===== src/rtl/instr_sequencer.sv =====
// ============================================================================
// Module   : instr_sequencer
// Purpose  : fetch/decode/execute sequencer with branch, call/return and
//            ALU stall handling. Optional macro SEQ_RET_STACK_EN selects a
//            4-entry return stack instead of a single link register.
// Revision : 1.0  initial release
// ============================================================================
`default_nettype none

module instr_sequencer #(
  parameter int PC_W = 10,
  parameter int IW   = 16
) (
  input  logic            clk,
  input  logic            rst,
  input  logic            start,
  output logic            imem_req,
  output logic [PC_W-1:0] imem_addr,
  input  logic            imem_valid,
  input  logic [IW-1:0]   imem_data,
  output logic [5:0]      opCode,
  input  logic [7:0]      ctrl,
  input  logic [3:0]      flags,
  input  logic            alu_busy,
  output logic            exec_en,
  output logic [9:0]      operand,
  output logic [PC_W-1:0] pc,
  output logic            halted,
  output logic            illegal
);

  typedef enum logic [2:0] {
    S_IDLE   = 3'd0,
    S_FETCH  = 3'd1,
    S_DECODE = 3'd2,
    S_EXEC   = 3'd3,
    S_STALL  = 3'd4,
    S_HALT   = 3'd5
  } state_e;

  state_e          state_q, state_d;
  logic [PC_W-1:0] pc_q, pc_d;
  logic [IW-1:0]   ir_q, ir_d;
  logic            imem_req_q, imem_req_d;
  logic            exec_en_q, exec_en_d;
  logic            halted_q, halted_d;
  logic            illegal_q, illegal_d;

`ifdef SEQ_RET_STACK_EN
  logic [PC_W-1:0] stk_q [4];
  logic [PC_W-1:0] stk_d [4];
  logic [2:0]      sp_q, sp_d;
`else
  logic [PC_W-1:0] link_q, link_d;
`endif

  logic [5:0]      w_op;
  logic [PC_W-1:0] w_target;
  logic [PC_W-1:0] w_pc_inc;
  logic            w_fault;

  assign w_op     = ir_q[IW-1:IW-6];
  assign w_target = PC_W'(ir_q[9:0]);
  assign w_pc_inc = pc_q + PC_W'(1);

  always_comb begin
    state_d   = state_q;
    pc_d      = pc_q;
    ir_d      = ir_q;
    illegal_d = illegal_q;
    w_fault   = 1'b0;
`ifdef SEQ_RET_STACK_EN
    stk_d     = stk_q;
    sp_d      = sp_q;
`else
    link_d    = link_q;
`endif

    case (state_q)
      S_IDLE:   if (start) state_d = S_FETCH;
      S_FETCH: begin
        if (imem_valid) begin
          ir_d    = imem_data;
          state_d = S_DECODE;
        end
      end
      S_DECODE: begin
        if (ctrl == 8'hFF) begin
          state_d   = S_HALT;
          illegal_d = 1'b1;
        end else if (!ctrl[7]) begin
          state_d = S_HALT;
        end else begin
          state_d = S_EXEC;
        end
      end
      S_EXEC: begin
        state_d = (w_op >= 6'h10 && w_op <= 6'h12) ? S_STALL : S_FETCH;
        case (w_op)
          // brz/brn/brc/bro test flags[3]..flags[0] in opcode order
          6'h00, 6'h01, 6'h02, 6'h03:
            pc_d = flags[2'd3 - w_op[1:0]] ? w_target : w_pc_inc;
          6'h06: pc_d = w_target;
          6'h07: begin
`ifdef SEQ_RET_STACK_EN
            if (sp_q == 3'd4) begin
              w_fault = 1'b1;
            end else begin
              stk_d[sp_q[1:0]] = w_pc_inc;
              sp_d             = sp_q + 3'd1;
              pc_d             = w_target;
            end
`else
            link_d = w_pc_inc;
            pc_d   = w_target;
`endif
          end
          6'h08: begin
`ifdef SEQ_RET_STACK_EN
            if (sp_q == 3'd0) begin
              w_fault = 1'b1;
            end else begin
              pc_d = stk_q[sp_q[1:0] - 2'd1];
              sp_d = sp_q - 3'd1;
            end
`else
            pc_d = link_q;
`endif
          end
          default: pc_d = w_pc_inc;
        endcase
        if (w_fault) begin
          state_d   = S_HALT;
          illegal_d = 1'b1;
        end
      end
      S_STALL:  if (!alu_busy) state_d = S_FETCH;
      S_HALT:   state_d = S_HALT;
      default:  state_d = S_IDLE;
    endcase

    // Outputs are registered, so they follow the state being entered
    imem_req_d = (state_d == S_FETCH);
    exec_en_d  = (state_d == S_EXEC);
    halted_d   = (state_d == S_HALT);
  end

  always_ff @(posedge clk or negedge rst) begin
    if (!rst) begin
      state_q    <= S_IDLE;
      pc_q       <= '0;
      ir_q       <= '0;
      imem_req_q <= 1'b0;
      exec_en_q  <= 1'b0;
      halted_q   <= 1'b0;
      illegal_q  <= 1'b0;
`ifdef SEQ_RET_STACK_EN
      for (int i = 0; i < 4; i++) stk_q[i] <= '0;
      sp_q       <= 3'd0;
`else
      link_q     <= '0;
`endif
    end else begin
      state_q    <= state_d;
      pc_q       <= pc_d;
      ir_q       <= ir_d;
      imem_req_q <= imem_req_d;
      exec_en_q  <= exec_en_d;
      halted_q   <= halted_d;
      illegal_q  <= illegal_d;
`ifdef SEQ_RET_STACK_EN
      stk_q      <= stk_d;
      sp_q       <= sp_d;
`else
      link_q     <= link_d;
`endif
    end
  end

  assign imem_req  = imem_req_q;
  assign imem_addr = pc_q;
  assign pc        = pc_q;
  assign opCode    = w_op;
  assign operand   = ir_q[9:0];
  assign exec_en   = exec_en_q;
  assign halted    = halted_q;
  assign illegal   = illegal_q;

endmodule

`default_nettype wire

===== config.mk =====
export PLATFORM = sky130hd
export DESIGN_NAME = instr_sequencer
export DESIGN_NICKNAME = d
export VERILOG_FILES = /design/src/rtl/instr_sequencer.sv
export SDC_FILE = /design/constraint.sdc
export NUM_CORES = 1
export LEC_CHECK = 0
export CAP_MARGIN = 30
export CORE_AREA = 4 4 92 94
export CTS_CLUSTER_DIAMETER = 60
export CTS_CLUSTER_SIZE = 28
export DETAILED_ROUTE_END_ITERATION = 8
export DIE_AREA = 0 0 96 98
export PLACE_DENSITY = 0.62
export SLEW_MARGIN = 40
export SYNTH_ARGS = -nofsm -noshare
export SYNTH_HDL_FRONTEND = slang
export SYNTH_SLANG_ARGS = --single-unit
export TNS_END_PERCENT = 50

===== constraint.sdc =====
create_clock -name clk -period 2.5 [get_ports clk]
set_clock_uncertainty 0.2 [all_clocks]
set_input_delay 0.375 -clock clk [delete_from_list [all_inputs] [get_ports clk]]
set_output_delay 0.375 -clock clk [all_outputs]
set_load 0.01 [all_outputs]

==> results.md, run 1 <==
- Cell Area, Placed: 3040 sq um
- H-tree Lvls: 2
- Worst path slowest cell: or4b_4
- Post-synthesis cell type count: 45
- CTS buffer count: 5
- First-pass GRT wire length: 9450 um
- Clock power frac: 0.112
- Worst path cell trace: or4b_4 -> nor2_1 -> a22oi_1 -> o211ai_1
- Ys async rst share: 1.00
- Pint: 0.00231 W
- Max Clock Freq: 0.457 GHz
- GRT Residual Overflow: 0
- Final count of hold timing violations: 0
- Initial antenna violation count: 0
- Psw: 0.00158 W
- Post-route cell area: 3140 sq um
- Top_reg_cell synth: dfrtp_1
- Hold WC Path Type: flip-flop to flip-flop
- Synthesized netlist cell count: 228
- Vias in the first global route: 1,938
- Synth area leader: dfrtp_1
- CP peak stage delay: 0.59 ns
- Boundary Pins: 73
- Post-cts resize count: 0
- Relative slew slack: 0.604
- Pre-CTS WS: 0.209 ns
- ANT nets after route: 0
- Starting Density: 0.293
- Sequential area share after synthesis: 0.480
- Seq pwr share: 0.350
- Final wirelength: 5790 um
- Layout cell share with drive strength beyond 1: 0.140
- Post-synthesis net count: 262
- Status: finished clean
- Leak: 1.30 nW
- Routability cong.: 0.784
- Number of max-cap violations: 0
- Final worst slack: 0.313 ns
- Port bufs: 72
- CTS Hold Bufs: 1
- Setup crit end kind: flip-flop
- Clk Latency, worst-skew pair: 0.30 ns
- Root buf cell: clkbuf_8
- Synth Warn #: 0
- Worst Path Required: 2.51 ns
- Finish-stage setup viols: 0
- Clk buf depth: 2
- Fill count: 757
- Number of inserted diodes: 0
- Switch share: 0.405
- Max FO, Critical Path: 9
- # clock sinks: 43
- Part of the cycle the worst path needs: 0.875
- Worst Setup Start Kind: flip-flop
- Slew @ Worst Pin: 0.588 ns
- Die Width: 96 um
- Crit Path Category: flip-flop to flip-flop
- Post-synth EDFFs: 0
- CTS clk-pin slew, worst paths: 0.09 ns
- PwrDens: 1240 nW/um^2
- Area contributors post-synth: dfrtp_1 (48%), mux2_2 (8.0%), o21ai_0 (4.2%)
- Initial drt markers: 72
- Max VDD drop: 0.470 mV
- P&R area growth vs syn: 39.9%
- FP Rows: 32
- Die area: 9410 sq um
- Final slew viol count: 0
- DR WL/cell: 14.4 um
- DR vias: 1,903
- Drt first pass iters: 5
- Fin Setup TNS: 0 ns
- FF+latch count, synth: 43
- Worst EP arrival: 2.20 ns
- Synthesized area: 2240 sq um
- R2r setup slk: 0.31 ns
- Chip height: 98 um
- Vias per cell: 4.75
- Hpwl dp: 4420 um
- RSZ-0062 raised after global routing: no
- Post-CTS Setup Bufs: 0
- Largest net degree at the start of global routing: 23
- Remaining routing DRC violations: 0
- GRT Util Overall: 0.129
- Avg Cell Area, Syn: 9.83 sq um
- Yosys top cell area share: 0.480
- Comb pwr share: 0.537
- Tmin final: 2.19 ns
- CTS tree: done
- Core area: 7650 sq um
- Nets: 332
## cells in the mapped netlist, drive strengths merged (5+ instances only)
| cell type | count |
|---|---|
| buf | 11 |
| nand2 | 23 |
| o21ai | 19 |
| clkbuf | 5 |
| a21oi | 14 |
| mux2 | 17 |
| nor3 | 8 |
| inv | 12 |
| nand3 | 5 |
| dfrtp | 43 |
| xnor2 | 5 |
| nor2 | 23 |
## cells by family (layout without fill, tap and decap cells)
| kind of cell | Yosys count | in the layout | synth area share |
|---|---|---|---|
| and+or+nand+nor | 77 | 77 | 0.170 |
| muxes | 17 | 17 | 0.0871 |
| adders and majority gates | 1 | 1 | 0.00558 |
| DFF | 43 | 43 | 0.480 |
| xor gates and xnor gates | 5 | 5 | 0.0195 |
| AOI/OAI and AO/OA | 57 | 57 | 0.170 |
| buffers and inverters | 28 | 99 | 0.0676 |
## critical path: cells and delay by family, from the launching register on
kind             cells  cell delay (ns)
AO/OA/AOI/OAI        2             0.37
flip-flops           1             0.48
AND/OR/NAND/NOR      2             1.05
## layout by cell type, fill, tap and decap left out, types with 2 or more instances in the layout
cell type | Yosys | final
nand3_1 | 5 | 5
xnor2_1 | 5 | 5
nor2_1 | 22 | 22
a21oi_1 | 12 | 12
dfrtp_1 | 43 | 43
nor3_1 | 8 | 7
clkdlybuf4s50_1 | 0 | 71
clkbuf_8 | 0 | 5
a221oi_1 | 3 | 3
buf_4 | 10 | 5
nand4_1 | 3 | 3
and2_1 | 2 | 2
a31oi_1 | 4 | 4
mux2_2 | 16 | 16
o21ai_0 | 19 | 19
o221ai_1 | 3 | 3
o211ai_1 | 3 | 3
o22ai_1 | 2 | 2
a22oi_1 | 2 | 2
or2_2 | 2 | 2
o22a_1 | 2 | 2
nand2_1 | 23 | 23
inv_1 | 12 | 12
## layer usage
metal | routed length [um] | track usage
met1 | 2650 | 0.169
met2 | 2830 | 0.213
met3 | 227 | 0.0223
met4 | 85 | 0.0427
met5 | 0 | 0
## stage by stage
step                hold WS (ns)  utilization  cells  power [W]
finish                     0.271        0.410    401    0.00389
global route               0.322        0.410    401    0.00421
CTS                        0.279        0.410    401    0.00394
detailed placement         0.177        0.398    392    0.00348
global placement           0.178        0.398    392    0.00345
floorplan                 -0.121            -    228    0.00260
## sequential cells by signal (all words and copies together) (netlist names)
name / count
exec_en: 1
halted: 1
illegal: 1
imem_addr: 10
imem_req: 1
ir_q: 16
link_q: 10
state_q: 3
## layout make-up
cell class | count | area [sq um] | area share
multi-input cells | 157 | 1020 | 0.325
well taps | 102 | 128 | 0.0407
clock inverters | 2 | 12.5 | 0.00399
repair buffers | 79 | 783 | 0.250
flip-flops and latches | 43 | 1080 | 0.343
inverters | 12 | 45.0 | 0.0144
clock buffers | 6 | 72.6 | 0.0231
## power groups by stage
stage / Clock, W / Sequential (W) / Combinational [W]
final: 0.000437 / 0.00136 / 0.00209
after global routing: 0.000487 / 0.00143 / 0.00230
after CTS: 0.000456 / 0.00137 / 0.00211
after detailed placement: 0 / 0.00138 / 0.00210
after global placement: 0 / 0.00137 / 0.00208
after floorplan: 0 / 0.00136 / 0.00123
## worst paths after layout
check | cells after the start | end | startpoint
worst max-delay path | 4 | imem_addr[7] | ir_q[11]
worst min-delay path | 2 | illegal | illegal
worst max register to register | 4 | imem_addr[7] | ir_q[11]
worst min register to register | 2 | illegal | illegal
max in group asynchronous | 3 | imem_addr[5] | rst
min in group asynchronous | 2 | ir_q[0] | rst
(Power assumes the default switching activity.)
==> inputs of run 2 (changes only) <==
Settings changed: CAP_MARGIN 30 to 20.
Clock period 2.5 ns to 2.2 ns, I/O delays scaled along.
==> run 2 against run 1 <==
- final cell count is 2.2% higher
- via count grew 2.9%
- flip-flop and latch count unchanged
- highest routed layer unchanged
==> results.md, run 2 (synthesis gave the netlist of run 1 again) <==
- CTS buffer count: 5
- FP Rows: 32
- Chip height: 98 um
- GRT Residual Overflow: 0
- Number of inserted diodes: 0
- H-tree Lvls: 2
- Core area: 7650 sq um
- Comb pwr share: 0.568
- P&R area growth vs syn: 43.7%
- Fin Setup TNS: 0 ns
- Largest net degree at the start of global routing: 24
- GRT Util Overall: 0.132
- Final wirelength: 5830 um
- Worst Path Required: 2.22 ns
- RSZ-0062 raised after global routing: no
- Finish-stage setup viols: 0
- Root buf cell: clkbuf_8
- Max Clock Freq: 0.474 GHz
- Crit Path Category: flip-flop to flip-flop
- Slew @ Worst Pin: 0.735 ns
- Starting Density: 0.293
- DR vias: 1,958
- Relative slew slack: 0.503
- Pint: 0.00274 W
- Max FO, Critical Path: 6
- PwrDens: 1410 nW/um^2
- Final Non-Filler Cells: 410
- Clk buf depth: 2
- Clk Latency, worst-skew pair: 0.29 ns
- CTS clk-pin slew, worst paths: 0.08 ns
- Number of max-cap violations: 0
- Routability cong.: 0.770
- Remaining routing DRC violations: 0
- Worst EP arrival: 2.13 ns
- Boundary Pins: 73
- Nets: 341
- Status: finished clean
- Initial antenna violation count: 0
- Hold WC Path Type: flip-flop to flip-flop
- Die area: 9410 sq um
- ANT nets after route: 0
- Layout cell share with drive strength beyond 1: 0.169
- CTS tree: done
- Fin util: 0.421
- Psw: 0.00180 W
- Tmin final: 2.11 ns
- Initial drt markers: 91
- Die Width: 96 um
- Post-CTS Setup Bufs: 0
- # clock sinks: 43
- Switch share: 0.397
- Seq pwr share: 0.326
- Vias per cell: 4.78
- Port bufs: 72
- Total placed cells including tap cells: 401
- Final slew viol count: 0
- Hpwl dp: 4520 um
- Commonest cells after routing, fill and taps aside: clkdlybuf4s50_1 (71), dfrtp_1 (42), nand2_1 (23)
- Vias in the first global route: 2,040
- Part of the cycle the worst path needs: 0.960
- DR WL/cell: 14.2 um
- Largest Register: ir_q
- First-pass GRT wire length: 9840 um
- Max reg flops: 16
- Setup crit end kind: flip-flop
- Commonest non-fill, non-tap cell in the layout: clkdlybuf4s50_1
- Drt first pass iters: 5
- Max VDD drop: 0.723 mV
- R2r setup slk: 0.09 ns
- Leak: 1.35 nW
- Clock power frac: 0.106
- Final count of hold timing violations: 0
- Worst Setup Start Kind: flip-flop
==> run 2: changes by cell type in the layout (fill, tap and decap cells not counted) <==
cell / change
a31oi_1: -1
a31oi_2: +1
buf_12: +1
buf_4: +8
clkbuf_1: +1
clkinvlp_4: -1
dfrtp_1: -1
dfrtp_2: +1
==> run 2: timing repair <==
action	CTS	global route
endpoints found under the hold margin	20	0
hold buffers	1	0
gates resized for setup	0	2
endpoints found under the setup margin	0	1
==> run 2: power by group through the flow <==
stage,sequential (W),combinational (W),clock (W)
6_report,0.00148,0.00258,0.000482
5_1_grt,0.00155,0.00284,0.000530
4_1_cts,0.00148,0.00261,0.000507
3_5_place_dp,0.00150,0.00259,0
3_3_place_gp,0.00149,0.00255,0
2_1_floorplan,0.00155,0.00140,0
==> run 2: worst paths after layout <==
path                       startpoint      endpoint  cells past startpoint
max                          ir_q[11]  imem_addr[9]                      6
min                           illegal       illegal                      2
max reg2reg                  ir_q[11]  imem_addr[9]                      6
min reg2reg                   illegal       illegal                      2
max in group asynchronous         rst  imem_addr[8]                      3
min in group asynchronous         rst      ir_q[13]                      2
==> run 2: layout make-up <==
| cell class | count | area (sq um) |
|---|---|---|
| fillers | 747 | 4430 |
| flip-flops and latches | 43 | 1080 |
| inverters | 12 | 45.0 |
| multi-input cells | 157 | 1020 |
| clock buffers | 7 | 76.3 |
| well taps | 102 | 128 |
| clock inverters | 1 | 5.00 |
| repair buffers | 88 | 863 |
==> run 2: critical path, cell delays in order, from the launching register on <==
cell	delay [ns]
dfrtp_1	0.43
buf_4	0.17
nor4b_1	0.66
a31oi_1	0.17
o221ai_1	0.12
o21ai_0	0.13
a2bb2oi_1	0.16
==> run 2: metal layers <==
metal	wire length [um]	global-route usage	part of all wire	up-vias
met2	2890	0.221	0.50	46
li1	-	-	-	966
met1	2590	0.170	0.44	934
met4	142	0.0514	0.024	0
met3	209	0.0200	0.036	12
met5	0	0	0	-
==> run 2: per-stage QoR <==
stage                     setup WS [ns]  cell area (sq um)  power, W  hold WS (ns)
after floorplan                   0.190               2240   0.00295        -0.166
after global placement           0.0544               3120   0.00404         0.124
after detailed placement         0.0248               3120   0.00409         0.127
after CTS                        0.0486               3210   0.00460         0.281
after global routing            0.00923               3220   0.00492         0.327
final                            0.0890               3220   0.00454         0.271
==> inputs of run 3 (changes only) <==
Settings changed: DONT_BUFFER_PORTS from default to 1, PLACE_DENSITY 0.62 to 0.5.
==> run 3 against run 2 <==
- critical endpoint is now imem_addr[8]
- register-to-register slack better by 0.04 ns
- combinational power shrank 27%
- core utilization fell by 6.6 points
==> results.md, run 3 (synthesis gave the netlist of run 1 again) <==
- Status: finished clean
- Hpwl dp: 4210 um
- RR Endpoint: imem_addr[8]
- Fill count: 785
- Initial antenna violation count: 0
- RSZ-0062 raised after global routing: no
- Hold-critical path depth: 2
- Hold_ws: 0.0174 ns
- Routability cong.: 0.776
- Starting Density: 0.293
- Largest net degree at the start of global routing: 44
- Remaining routing DRC violations: 0
- Crit Path Category: flip-flop to flip-flop
- CP Buf/Inv Count: 0
- Die area: 9410 sq um
- Drt first pass iters: 4
- Seq pwr share: 0.392
- Pre-CTS WS: 0.127 ns
- Hold WC Path Type: input port to flip-flop
- GRT Residual Overflow: 0
- Worst EP arrival: 2.06 ns
- DR vias: 1,755
- Worst path cell trace: mux2_4 -> a21oi_4 -> a21oi_2 -> a221o_2 -> o22a_1
- Vias in the first global route: 1,796
- Initial drt markers: 91
- Leak: 1.16 nW
- Final worst slack: 0.126 ns
- R2r setup slk: 0.13 ns
- Worst Setup Start Kind: flip-flop
- Port bufs: 0
- Tmin final: 2.07 ns
- Area occupied by multi-input gates: 1020 sq um
- Finish-stage setup viols: 0
- Worst Path Required: 2.19 ns
- CTS buffer count: 5
- Relative slew slack: 0.559
- Vias per cell: 4.88
- Nets: 291
- Worst path slowest cell: dfrtp_1
- # clock sinks: 43
- Commonest cells after routing, fill and taps aside: dfrtp_1 (43), nand2_1 (23), nor2_1 (22)
- Clk Latency, worst-skew pair: 0.29 ns
- Final wirelength: 5670 um
- Layout cell share with drive strength beyond 1: 0.217
- P&R area growth vs syn: 21.2%
- Hold endpoint: exec_en
- Max VDD drop: 0.550 mV
- Final count of hold timing violations: 0
- Max Clock Freq: 0.482 GHz
- Max FO, Critical Path: 7
- Delay-heaviest family, CP: compound AO/OA/AOI/OAI gates
- Root buf cell: clkbuf_8
- ANT nets after route: 0
- Max reg flops: 16
- Number of inserted diodes: 0
- Number of max-cap violations: 0
- Switch share: 0.433
- Final slew viol count: 0
- Pint: 0.00228 W
- PwrDens: 1480 nW/um^2
- Part of the cycle the worst path needs: 0.943
- Commonest non-fill, non-tap cell in the layout: dfrtp_1
- Core area: 7650 sq um
- Clk buf depth: 2
- H-tree Lvls: 2
- CP peak stage delay: 0.50 ns
- Psw: 0.00174 W
- FP Rows: 32
- Comb pwr share: 0.468
- GRT Util Overall: 0.128
- Setup crit end kind: flip-flop
- CTS tree: done
- Clock power frac: 0.139
- First-pass GRT wire length: 9300 um
- CTS clk-pin slew, worst paths: 0.08 ns
- R2r startpoint: ir_q[10]
- DR WL/cell: 15.8 um
- R2R cell count: 5
- Register cell area after layout: 1080 sq um
- Slew @ Worst Pin: 0.652 ns
- Chip height: 98 um
- Hold Crit Start: ctrl[7]
- Largest Register: ir_q
- Fin Setup TNS: 0 ns
- Die Width: 96 um
- Boundary Pins: 73
## run 3: cell types whose count changed in the layout (fill, tap and decap cells not counted), moves of 2 or more
cell,previous run,this run
clkbuf_8,5,7
buf_4,13,20
clkdlybuf4s50_1,71,0
buf_12,2,0
dlygate4sd3_1,1,17
## run 3: metal layers
metal	global-route usage	part of all wire	vias up
li1	-	-	870
met1	0.167	0.44	842
met2	0.204	0.51	41
met3	0.0347	0.048	2
met4	0.0394	0.0078	0
met5	0	0	-
## run 3: layout make-up
type / instances / share of cell area
clock buffers: 8 / 0.0369
inverters: 12 / 0.0166
multi-input cells: 157 / 0.375
flip-flops and latches: 43 / 0.396
well taps: 102 / 0.0470
repair buffers: 38 / 0.128
## run 3: power by group through the flow
stage                     clock (W)  sequential [W]  combinational [W]
after floorplan                   0         0.00155            0.00140
after global placement            0         0.00160            0.00184
after detailed placement          0         0.00160            0.00186
after CTS                  0.000579         0.00159            0.00191
after global routing       0.000612         0.00165            0.00212
final                      0.000560         0.00158            0.00189
## run 3: worst max path at each step
| stage | start | endpoint | slack, ns | cells after the start |
|---|---|---|---|---|
| after floorplan | ir_q[10] | imem_addr[0] | 0.19 | 5 |
| after global placement | ir_q[10] | imem_addr[8] | 0.18 | 5 |
| after detailed placement | ir_q[10] | imem_addr[8] | 0.13 | 5 |
| after CTS | ir_q[10] | imem_addr[8] | 0.11 | 5 |
| after global routing | ir_q[10] | imem_addr[8] | 0.04 | 5 |
| final | ir_q[10] | imem_addr[8] | 0.13 | 5 |
## run 3: stage by stage
stage | instance area, sq um | utilization | total power, W | std cells
2_1_floorplan | 2240 | - | 0.00295 | 228
3_3_place_gp | 2420 | 0.316 | 0.00343 | 334
3_5_place_dp | 2420 | 0.316 | 0.00346 | 334
4_1_cts | 2720 | 0.355 | 0.00407 | 360
5_1_grt | 2720 | 0.355 | 0.00438 | 360
6_report | 2720 | 0.355 | 0.00403 | 360
## run 3: what timing repair did
item                      4_1_cts  5_1_grt
hold endpoints to repair       59        0
buffers inserted                0        0
gates resized for setup         0        0
hold buffers                   18        0
